===== config.mk =====
export PLATFORM = sky130hd
export DESIGN_NAME = mem_stage_lsu
export DESIGN_NICKNAME = d
export VERILOG_FILES = /design/src/rtl/mem_stage_lsu.sv
export SDC_FILE = /design/constraint.sdc
export NUM_CORES = 1
export LEC_CHECK = 0
export CELL_PAD_IN_SITES_DETAIL_PLACEMENT = 1
export CELL_PAD_IN_SITES_GLOBAL_PLACEMENT = 1
export CORE_MARGIN = 5
export CORE_UTILIZATION = 29
export CTS_BUF_LIST = sky130_fd_sc_hd__clkbuf_8
export DETAILED_ROUTE_END_ITERATION = 10
export PLACE_DENSITY = 0.84
export SETUP_SLACK_MARGIN = 0.1
export SLEW_MARGIN = 40
export SYNTH_ARGS = -nofsm -noshare
export SYNTH_HDL_FRONTEND = slang
export SYNTH_SLANG_ARGS = --single-unit

===== constraint.sdc =====
create_clock -name clk -period 5.05 [get_ports clk]
set_clock_uncertainty 0.15 [all_clocks]
set_input_delay 0.7575 -clock clk [delete_from_list [all_inputs] [get_ports clk]]
set_output_delay 0.7575 -clock clk [all_outputs]
set_load 0.03 [all_outputs]

===== src/rtl/mem_stage_lsu.sv =====
// MEM-stage load/store unit: req/gnt/rvalid data-memory port, lane steering and load extension.
// Optional LSU_PERF_CNT_EN adds stall and completed-access counters (ports tied to 0 otherwise).
module mem_stage_lsu #(
    parameter int TIMEOUT_CYCLES = 255
) (
    input  logic        clk,
    input  logic        rst,
    input  logic [31:0] mem_alu_result_i,
    input  logic [31:0] mem_rs2_data_i,
    input  logic [2:0]  mem_funct3_i,
    input  logic        mem_mem_read_i,
    input  logic        mem_mem_write_i,
    output logic        dmem_req_o,
    output logic        dmem_we_o,
    output logic [31:0] dmem_addr_o,
    output logic [31:0] dmem_wdata_o,
    output logic [3:0]  dmem_be_o,
    input  logic        dmem_gnt_i,
    input  logic        dmem_rvalid_i,
    input  logic [31:0] dmem_rdata_i,
    output logic [31:0] mem_load_data_o,
    output logic        mem_load_valid_o,
    output logic        mem_stall_o,
    output logic        mem_misaligned_o,
    output logic        mem_timeout_o,
    output logic [31:0] perf_stall_cnt_o,
    output logic [31:0] perf_access_cnt_o
);
    typedef enum logic [1:0] {S_IDLE, S_REQ, S_WAIT_R, S_DONE} state_t;
    localparam logic [7:0] TO_LIMIT = 8'(TIMEOUT_CYCLES);

    state_t      r_state;
    logic [7:0]  r_cnt;
    logic [31:0] r_addr, r_wdata, r_load_data;
    logic [3:0]  r_be;
    logic [2:0]  r_funct3;
    logic        r_we, r_valid, r_timeout;

    logic        w_fault, w_access;
    logic [3:0]  w_be;
    logic [31:0] w_wdata, w_ext;
    logic [7:0]  w_byte, w_cnt_nxt;
    logic [15:0] w_half;

    always_comb begin
        w_fault = 1'b0;
        case (mem_funct3_i)
            3'b000:  w_fault = 1'b0;
            3'b001:  w_fault = mem_alu_result_i[0];
            3'b010:  w_fault = (mem_alu_result_i[1:0] != 2'b00);
            3'b100:  w_fault = mem_mem_write_i;
            3'b101:  w_fault = mem_mem_write_i | mem_alu_result_i[0];
            default: w_fault = 1'b1;
        endcase
        w_access = (mem_mem_read_i | mem_mem_write_i) & ~w_fault & ~rst;
    end

    always_comb begin
        case (mem_funct3_i[1:0])
            2'b00: begin
                w_be    = 4'b0001 << mem_alu_result_i[1:0];
                w_wdata = {4{mem_rs2_data_i[7:0]}};
            end
            2'b01: begin
                w_be    = 4'b0011 << mem_alu_result_i[1:0];
                w_wdata = {2{mem_rs2_data_i[15:0]}};
            end
            default: begin
                w_be    = 4'b1111;
                w_wdata = mem_rs2_data_i;
            end
        endcase
    end

    // Extension uses the captured address/size, since the bus response arrives after IDLE.
    always_comb begin
        case (r_addr[1:0])
            2'd0:    w_byte = dmem_rdata_i[7:0];
            2'd1:    w_byte = dmem_rdata_i[15:8];
            2'd2:    w_byte = dmem_rdata_i[23:16];
            default: w_byte = dmem_rdata_i[31:24];
        endcase
        w_half = r_addr[1] ? dmem_rdata_i[31:16] : dmem_rdata_i[15:0];
        case (r_funct3)
            3'b000:  w_ext = {{24{w_byte[7]}}, w_byte};
            3'b100:  w_ext = {24'd0, w_byte};
            3'b001:  w_ext = {{16{w_half[15]}}, w_half};
            3'b101:  w_ext = {16'd0, w_half};
            default: w_ext = dmem_rdata_i;
        endcase
    end

    always_comb begin
        dmem_req_o       = 1'b0;
        dmem_we_o        = 1'b0;
        dmem_addr_o      = 32'd0;
        dmem_wdata_o     = 32'd0;
        dmem_be_o        = 4'd0;
        mem_stall_o      = 1'b0;
        mem_misaligned_o = 1'b0;
        case (r_state)
            S_IDLE: begin
                mem_misaligned_o = (mem_mem_read_i | mem_mem_write_i) & w_fault & ~rst;
                if (w_access) begin
                    dmem_req_o   = 1'b1;
                    dmem_we_o    = mem_mem_write_i;
                    dmem_addr_o  = {mem_alu_result_i[31:2], 2'b00};
                    dmem_wdata_o = w_wdata;
                    dmem_be_o    = w_be;
                    mem_stall_o  = ~(mem_mem_write_i & dmem_gnt_i);
                end
            end
            S_REQ: begin
                dmem_req_o   = 1'b1;
                dmem_we_o    = r_we;
                dmem_addr_o  = {r_addr[31:2], 2'b00};
                dmem_wdata_o = r_wdata;
                dmem_be_o    = r_be;
                mem_stall_o  = 1'b1;
            end
            S_WAIT_R: mem_stall_o = 1'b1;
            default: ;
        endcase
    end

    assign w_cnt_nxt = r_cnt + 8'd1;

    always_ff @(posedge clk or posedge rst) begin
        if (rst) begin
            r_state     <= S_IDLE;
            r_cnt       <= 8'd0;
            r_addr      <= 32'd0;
            r_wdata     <= 32'd0;
            r_be        <= 4'd0;
            r_funct3    <= 3'd0;
            r_we        <= 1'b0;
            r_load_data <= 32'd0;
            r_valid     <= 1'b0;
            r_timeout   <= 1'b0;
        end else begin
            r_valid   <= 1'b0;
            r_timeout <= 1'b0;
            case (r_state)
                S_IDLE: begin
                    r_cnt <= 8'd0;
                    if (w_access) begin
                        r_addr   <= mem_alu_result_i;
                        r_wdata  <= w_wdata;
                        r_be     <= w_be;
                        r_funct3 <= mem_funct3_i;
                        r_we     <= mem_mem_write_i;
                        if (!dmem_gnt_i)          r_state <= S_REQ;
                        else if (!mem_mem_write_i) r_state <= S_WAIT_R;
                    end
                end
                S_REQ: begin
                    if (dmem_gnt_i && r_we) begin
                        r_state <= S_DONE;
                        r_cnt   <= 8'd0;
                    end else if (w_cnt_nxt == TO_LIMIT) begin
                        r_state     <= S_DONE;
                        r_cnt       <= 8'd0;
                        r_timeout   <= 1'b1;
                        r_valid     <= ~r_we;
                        r_load_data <= 32'd0;
                    end else begin
                        r_cnt <= w_cnt_nxt;
                        if (dmem_gnt_i) r_state <= S_WAIT_R;
                    end
                end
                S_WAIT_R: begin
                    if (dmem_rvalid_i) begin
                        r_state     <= S_DONE;
                        r_cnt       <= 8'd0;
                        r_valid     <= 1'b1;
                        r_load_data <= w_ext;
                    end else if (w_cnt_nxt == TO_LIMIT) begin
                        r_state     <= S_DONE;
                        r_cnt       <= 8'd0;
                        r_timeout   <= 1'b1;
                        r_valid     <= 1'b1;
                        r_load_data <= 32'd0;
                    end else begin
                        r_cnt <= w_cnt_nxt;
                    end
                end
                default: r_state <= S_IDLE;
            endcase
        end
    end

    assign mem_load_data_o  = r_load_data;
    assign mem_load_valid_o = r_valid;
    assign mem_timeout_o    = r_timeout;

`ifdef LSU_PERF_CNT_EN
    logic        w_complete;
    logic [31:0] r_perf_stall, r_perf_access;

    assign w_complete = ((r_state == S_IDLE) & w_access & mem_mem_write_i & dmem_gnt_i)
                      | ((r_state == S_REQ) & dmem_gnt_i & r_we)
                      | ((r_state == S_WAIT_R) & dmem_rvalid_i);

    always_ff @(posedge clk or posedge rst) begin
        if (rst) begin
            r_perf_stall  <= 32'd0;
            r_perf_access <= 32'd0;
        end else begin
            if (mem_stall_o) r_perf_stall  <= r_perf_stall + 32'd1;
            if (w_complete)  r_perf_access <= r_perf_access + 32'd1;
        end
    end

    assign perf_stall_cnt_o  = r_perf_stall;
    assign perf_access_cnt_o = r_perf_access;
`else
    assign perf_stall_cnt_o  = 32'd0;
    assign perf_access_cnt_o = 32'd0;
`endif
endmodule


==> impl_metrics.ini, run 1 <==
[status]
run_status = finished, final reports clean

[critical_path]
timing.rr.start = r_state[1]
reg2reg_depth = 7
r2r-end = mem_load_data_o[25]
r2r_slack_ps = 2090
cp-start-kind = primary input
arrival_ps = 3340
critPathKind = primary input to output port
required_ps = 4140
critPathMaxFanout = 47
critPathCaptureType = output port

[cts]
cts_setup_buffers = 0
cts_tree = yes
hold_buffers = 0
cts.reportedPaths.clkPinSlew_ps = 70
cts_root_buffer = clkbuf_8
cts_max_path_buffers = 2
clock-sinks = 116
cts_max_level = 4
clk_latency_ps = 440
cts_buffers = 17
ctsResizeCount = 0

[pwr]
power_w = 0.00539
ir_worst_vdd_v = 0.000216
cellPowerDensity_nw_per_um2 = 579
swShare_pct = 43.0
p_comb_share_pct = 51.1
seq_power_share_pct = 30.6
power_frac_clock_pct = 18.3
p_leak_nw = 4.68
switchingPower_w = 0.00232
p_int_w = 0.00307

[cells_and_area]
drive_gt1_share_pct = 13.1
multi_input_area_um2 = 3380
fillers = 2737
final_cells = 1282
antennaDiodeCount = 0
nets = 1065
area_growth_pct = 36.4
utilization_pct = 39.9
seqCellArea_um2 = 2900

[detailed_routing]
totalWireLength_um = 22500
dr_total_vias = 6071
drt-initial-drc-count = 245
via_per_inst = 4.74
routedWlPerCell_um = 17.5
drcViolationCount = 0
first_pass_iters = 5
ant_nets = 0

[yosys]
async_flop_share_pct = 100
syn_inst = 765
synth_area_um2 = 6830
synth_area_per_cell_um2 = 8.93
yosysTopAreaCell = dfrtp_1
synth_ff_type = dfrtp_1
synth_seq_area_share_pct = 42.5
ys_warn_count = 0
synth_common_cells = nand2_1, dfrtp_1, a21o_1, buf_4, a21oi_1
synth_edf_count = 0
synth.area.top_cells = dfrtp_1, nand2_1, a21o_1
synth_cell_types = 43
yosysMostFrequentCell = nand2_1
yosysTopAreaCellShare_pct = 42.5
ys_ff_latch = 116

[sta]
slew_headroom_pct = 48.7
slew_violations = 0
finalHoldViolCount = 0
layout_min_cycle_time_ps = 4250
fin_tns_setup_ps = 0
layout_setup_ws_ps = 798
worst_slew_pin_slew_ps = 769
fin_crit_sh_pct = 84.2
rsz0062_at_grt = no
setup_viol = 0
fmax_mhz = 235

[global_routing]
grt_antenna_before_repair = 1
grt_pass1_wl_um = 35300
grt_overflow = 0
grt_pass1_vias = 6412
grt_usage_pct = 16.6
grt_max_degree = 61

[floorplanning]
die_x_um = 163
rows = 56
io_pins = 275
dieArea_um2 = 26700
dieHeight_um = 163
floorplan.initialDensity_pct = 29.3
core_um2 = 23300

[min_path]
hold_end = r_addr[15]
min_delay_path_depth = 2
holdCritPathClass = register to register
worstHoldStart = r_addr[15]

[job]
maxCapViolations = 0

[placement]
portBuffers = 208
dpl.hpwl_um = 16700
place.gp.congestion = 0.825
pre_cts_slack_ps = 776
dpl.cell_count = 1254
==> power by group through the flow <==
stage	clock network, W	logic [W]	registers [W]
after global placement	0	0.00271	0.00164
after detailed placement	0	0.00278	0.00166
after CTS	0.00101	0.00279	0.00165
final	0.000985	0.00276	0.00165
after global routing	0.00105	0.00298	0.00171
after floorplan	0	0.00161	0.00182
==> stage by stage <==
| step | cell area (um^2) | hold WS [ps] |
|---|---|---|
| finish | 9320 | 325 |
| global route | 9320 | 351 |
| CTS | 9310 | 332 |
| detailed placement | 8880 | 313 |
| global placement | 8870 | 308 |
| floorplan | 7080 | 296 |
==> layout by cell type (no fill, tap or decap), types with 20 or more instances in the layout <==
cell	n
a21oi_1	49
a21o_1	68
inv_1	20
clkbuf_8	22
buf_4	58
nand2_1	175
dfrtp_1	115
mux2i_1	27
nor2_1	42
o21ai_0	23
clkdlybuf4s50_1	153
a22o_1	28
conb_1	66
==> worst max-delay path by stage <==
stage                               start  cells after the start                to  slack, ps
after global placement    mem_funct3_i[0]                      8  dmem_wdata_o[16]        810
final                     mem_funct3_i[0]                      8      dmem_be_o[3]        800
after floorplan                       rst                      6  dmem_wdata_o[16]        510
after CTS                 mem_funct3_i[0]                      8   dmem_wdata_o[8]        770
after detailed placement  mem_funct3_i[0]                      8   dmem_wdata_o[8]        780
after global routing      mem_funct3_i[0]                      8      dmem_be_o[3]        590
==> worst max-delay path, cell delays in order <==
cell and delay [ps]:
clkdlybuf4s50_1 750, a221oi_2 110, nor2_1 290, or2_4 560
buf_4 410, a21oi_1 100, a21o_1 200, buf_12 140
==> per-layer routing <==
layer  part of all wire (%)  global-route usage, %  up-vias
met5                  0.058                      0        -
met4                    1.0                   3.93        2
met3                    7.9                   5.73       19
met2                     48                   27.7      198
met1                     43                   20.8     3003
li1                       -                      -     2849
==> logic make-up (layout without fill, tap and decap cells) <==
logic type               Yosys count  count (layout)  share of synthesized area [%]
adder cells (fa/ha/maj)            6               6                           1.10
other                              1              66                         0.0549
multiplexers                      31              31                           4.84
AO/OA/AOI/OAI                    214             214                           23.3
AND/OR/NAND/NOR                  261             261                           16.0
buffers and inverters            134             267                           11.8
XOR/XNOR                           2               2                          0.367
flip-flops                       116             116                           42.5
==> flip-flops by register name, summed over array words and instances (netlist names) <==
| signal | count |
|---|---|
| mem_load_data_o | 32 |
| mem_load_valid_o | 1 |
| mem_timeout_o | 1 |
| r_addr | 32 |
| r_be | 4 |
| r_cnt | 8 |
| r_funct3 | 3 |
| r_state | 2 |
| r_wdata | 32 |
| r_we | 1 |
==> layout make-up <==
| class | instances | share of cell area [%] |
|---|---|---|
| Clock buffer | 22 | 3.25 |
| Clock inverter | 6 | 1.37 |
| Inverter | 19 | 0.806 |
| Multi-Input combinational cell | 580 | 36.3 |
| Sequential cell | 116 | 31.2 |
| Tap cell | 319 | 4.28 |
| Timing Repair Buffer | 220 | 22.9 |
No activity file was read; power rests on OpenSTA's default activity.
==> run 2: changes to the inputs <==
==> constraint.sdc (replaced) <==
create_clock -name clk -period 3.9 [get_ports clk]
set_clock_uncertainty 0.15 [all_clocks]
set_input_delay 0.585 -clock clk [delete_from_list [all_inputs] [get_ports clk]]
set_output_delay 0.585 -clock clk [all_outputs]
set_load 0.03 [all_outputs]
==> impl_metrics.ini, run 2 (synthesis results as in run 1) <==
[global_routing]
grt_usage_pct = 17.5
grt_pass1_vias = 6579
grt_max_degree = 82
grt_overflow = 0
grt_antenna_before_repair = 1
grt_pass1_wl_um = 37100

[placement]
placed_area_um2 = 9210
portBuffers = 208
pre_cts_slack_ps = -75.2
place.gp.congestion = 0.842
dpl.cell_count = 1265
dpl.hpwl_um = 16900

[detailed_routing]
via_per_inst = 4.71
drcViolationCount = 0
drt-initial-drc-count = 246
ant_nets = 0
totalWireLength_um = 23500
first_pass_iters = 4
routedWlPerCell_um = 18.1
dr_total_vias = 6109

[cts]
cts_max_level = 4
hold_buffers = 0
cts_root_buffer = clkbuf_8
cts.reportedPaths.clkPinSlew_ps = 70
clock-sinks = 116
clk_latency_ps = 430
cts_buffers = 17
cts_setup_buffers = 0
cts_max_path_buffers = 2
cts_tree = yes

[cells_and_area]
layout_commonest_cell = nand2_1
multi_input_area_um2 = 3620
antennaDiodeCount = 0
layout_common_cells = nand2_1, clkdlybuf4s50_1, dfrtp_1
design_area_um2 = 9620
drive_gt1_share_pct = 19.6
final_cells = 1297
nets = 1078
fillers = 2737
seqCellArea_um2 = 2900
area_growth_pct = 40.8

[pwr]
cellPowerDensity_nw_per_um2 = 729
p_leak_nw = 4.83
ir_worst_vdd_v = 0.000244

[floorplanning]
core_um2 = 23300
floorplan.initialDensity_pct = 29.3
dieArea_um2 = 26700
rows = 56
dieHeight_um = 163
die_x_um = 163
io_pins = 275

[sta]
slew_headroom_pct = 44.6
fin_crit_sh_pct = 94.6
fmax_mhz = 271
layout_min_cycle_time_ps = 3690
layout_setup_ws_ps = 211
finalHoldViolCount = 0
rsz0062_at_grt = no
worst_slew_pin_slew_ps = 831
setup_viol = 0
slew_violations = 0
fin_tns_setup_ps = 0

[critical_path]
slowest_delay_ps = 650
critPathTopFamily = simple AND/OR/NAND/NOR gates
required_ps = 3160
cp-start-kind = primary input
critPathMaxFanout = 14
critPathKind = primary input to output port
critPathCaptureType = output port
arrival_ps = 2950
cp_cell_sequence = clkdlybuf4s50_1 -> a221oi_2 -> nor2_1 -> or2_2 -> nor2_2 -> a21o_4 -> dlygate4sd2_1
cp_num_buf_inv = 2
cp_slowest_cell = clkdlybuf4s50_1

[status]
run_status = finished, final reports clean

[min_path]
holdCritPathClass = register to register

[job]
maxCapViolations = 0
[run 2: changes by cell type in the layout (fill, tap and decap cells not counted), moves of 15 or more]
cell and change:
clkdlybuf4s50_1 -16, a21o_1 -18, nand2_1 -15, dlygate4sd2_1 +22, a22o_1 -25, a22o_2 +15
[run 2: worst reg2reg max path, cell delays in order (launching register included)]
cell     delay (ps)
dfrtp_1         410
inv_1           130
ha_4            550
buf_4           490
o21ai_0         190
a21o_1          190
buf_4           250
a21o_1          260
[run 2: final cells by class]
| class | instances | area share [%] |
|---|---|---|
| tap | 319 | 4.15 |
| sequential | 116 | 30.2 |
| clock inverter | 8 | 1.04 |
| inverter | 19 | 0.781 |
| clock buffer | 22 | 3.15 |
| multi-input combinational | 582 | 37.6 |
| timing repair buffer | 231 | 23.0 |
[run 2: path summary, 6_finish.rpt]
| kind | from | slack (ps) | depth (start not counted) | endpoint |
|---|---|---|---|---|
| hold reg to reg | r_addr[12] | 330 | 2 | r_addr[12] |
| max in group asynchronous | rst | 1910 | 4 | r_wdata[31] |
| setup / recovery | mem_funct3_i[2] | 210 | 7 | dmem_wdata_o[31] |
| min in group asynchronous | rst | 560 | 3 | r_wdata[1] |
| setup reg to reg | r_state[1] | 1170 | 7 | mem_load_data_o[8] |
| hold / removal | r_addr[12] | 330 | 2 | r_addr[12] |
[run 2: layer usage]
layer / global-route usage, % / vias to the layer above / part of all wire (%)
met3: 5.05 / 26 / 6.7
met5: 0 / - / 0.051
met2: 29.8 / 177 / 49
met1: 21.7 / 3025 / 43
met4: 4.61 / 2 / 1.5
li1: - / 2879 / -
[run 2: report_power, final]
part | total [W] | internal (W) | switching (W)
logic | 0.00368 | 0.00155 | 0.00213
registers | 0.00215 | 0.00174 | 0.000411
clock network | 0.00117 | 0.000644 | 0.000525
[run 2: through the flow]
step | power [W] | utilization (%) | hold WS (ps)
after detailed placement | 0.00592 | 39.5 | 317
final | 0.00701 | 41.2 | 331
after CTS | 0.00709 | 41.1 | 336
after global placement | 0.00578 | 39.4 | 308
after global routing | 0.00747 | 41.2 | 355
after floorplan | 0.00456 | - | 296
[run 2: timing repair]
item	4_1_cts	5_1_grt
gates resized for setup	22	2
cloned	1	1
setup endpoints to repair	22	4
==> run 3: changes to the inputs <==
--- a/config.mk
+++ b/config.mk
@@ -13,6 +13,7 @@
 export DETAILED_ROUTE_END_ITERATION = 10
 export PLACE_DENSITY = 0.84
 export SETUP_SLACK_MARGIN = 0.1
+export SKIP_CTS_REPAIR_TIMING = 1
 export SLEW_MARGIN = 40
 export SYNTH_ARGS = -nofsm -noshare
 export SYNTH_HDL_FRONTEND = slang
==> impl_metrics.ini, run 3 (synthesis results as in run 1) <==
[floorplanning]
die_x_um = 163
rows = 56
dieArea_um2 = 26700
core_um2 = 23300
dieHeight_um = 163
io_pins = 275
floorplan.initialDensity_pct = 29.3

[cts]
cts_root_buffer = clkbuf_8
cts_buffers = 17
cts_tree = yes
cts.reportedPaths.clkPinSlew_ps = 70
clock-sinks = 116
cts_max_level = 4
cts_max_path_buffers = 2
clk_latency_ps = 430

[placement]
pre_cts_slack_ps = -75.2
dpl.hpwl_um = 16900
portBuffers = 208
placed_area_um2 = 9210
place.gp.congestion = 0.842

[critical_path]
cp_slowest_cell = clkdlybuf4s50_1
slowest_delay_ps = 650
cp_cell_sequence = clkdlybuf4s50_1 -> a221oi_2 -> nor2_1 -> or2_4 -> buf_4 -> a21oi_1 -> a21o_2 -> buf_4
required_ps = 3160
critPathCaptureType = output port
critPathMaxFanout = 18
cp-start-kind = primary input
critPathKind = primary input to output port
critPathTopFamily = buffers and inverters
critPathMostFrequentCell = buf_4
arrival_ps = 2880
cp_num_buf_inv = 3

[cells_and_area]
layout_commonest_cell = nand2_1
area_growth_pct = 42.1
nets = 1078
layout_common_cells = nand2_1, clkdlybuf4s50_1, dfrtp_1
drive_gt1_share_pct = 19.7
antennaDiodeCount = 0
design_area_um2 = 9700
utilization_pct = 41.6

[sta]
fmax_mhz = 277
slew_violations = 0
layout_min_cycle_time_ps = 3610
setup_viol = 0
hold_ws_ps = 330
slew_headroom_pct = 44.9
fin_crit_sh_pct = 92.6
fin_tns_setup_ps = 0
finalHoldViolCount = 0
worst_slew_pin_slew_ps = 827
layout_setup_ws_ps = 289
rsz0062_at_grt = no

[detailed_routing]
via_per_inst = 4.72
dr_total_vias = 6122
ant_nets = 0
totalWireLength_um = 23600
drt-initial-drc-count = 245
routedWlPerCell_um = 18.2
first_pass_iters = 6
drcViolationCount = 0

[global_routing]
grt_pass1_wl_um = 36600
grt_overflow = 0
grt_pass1_vias = 6539
grt_antenna_before_repair = 1
grt_usage_pct = 17.2
grt_max_degree = 82

[job]
maxCapViolations = 0

[pwr]
ir_worst_vdd_v = 0.000244
p_leak_nw = 5.11
cellPowerDensity_nw_per_um2 = 726

[min_path]
holdCritPathClass = register to register

[status]
run_status = finished, final reports clean
run 3: changes by cell type in the layout (fill, tap and decap cells not counted), sizes merged:
cell	delta
dlymetal6s2s	+22
dlygate4sd2	-22
run 3: worst paths after layout:
kind	to	slack (ps)	start	depth (start not counted)
setup / recovery	dmem_be_o[3]	290	mem_funct3_i[2]	8
hold / removal	r_addr[9]	330	r_addr[9]	2
setup reg to reg	mem_load_data_o[8]	1160	r_state[1]	7
hold reg to reg	r_addr[9]	330	r_addr[9]	2
max in group asynchronous	r_wdata[31]	1920	rst	4
min in group asynchronous	r_wdata[1]	550	rst	3
run 3: stage by stage:
step / total power [W] / instances
final: 0.00704 / 1297
after global placement: 0.00578 / 1264
after CTS: 0.00713 / 1295
after detailed placement: 0.00592 / 1265
after floorplan: 0.00456 / 830
after global routing: 0.00751 / 1297
run 3: metal layers:
layer / global-route usage (%) / wire length, um
met1: 21.3 / 10000
met2: 29.3 / 11600
met3: 5.05 / 1550
met4: 4.61 / 349
met5: 0 / 12
run 3: area by class of cell:
class,instances,area [um^2]
fillers,2719,13600
multi-input cells,582,3620
flip-flops and latches,116,2900
repair buffers,231,2300
well taps,319,399
clock buffers,22,303
clock inverters,8,100
inverters,19,75.1
run 3: tightest hold or removal path: cells and delay by family (launching register included):
kind / cells / cell delay, ps
DFF: 1 / 350
and+or+nand+nor: 2 / 100
run 3: power by group:
group	internal, W	total (W)	switching, W
Sequential	0.00174	0.00215	0.000411
Combinational	0.00158	0.00372	0.00214
Clock	0.000644	0.00117	0.000524
Total	0.00397	0.00704	0.00307
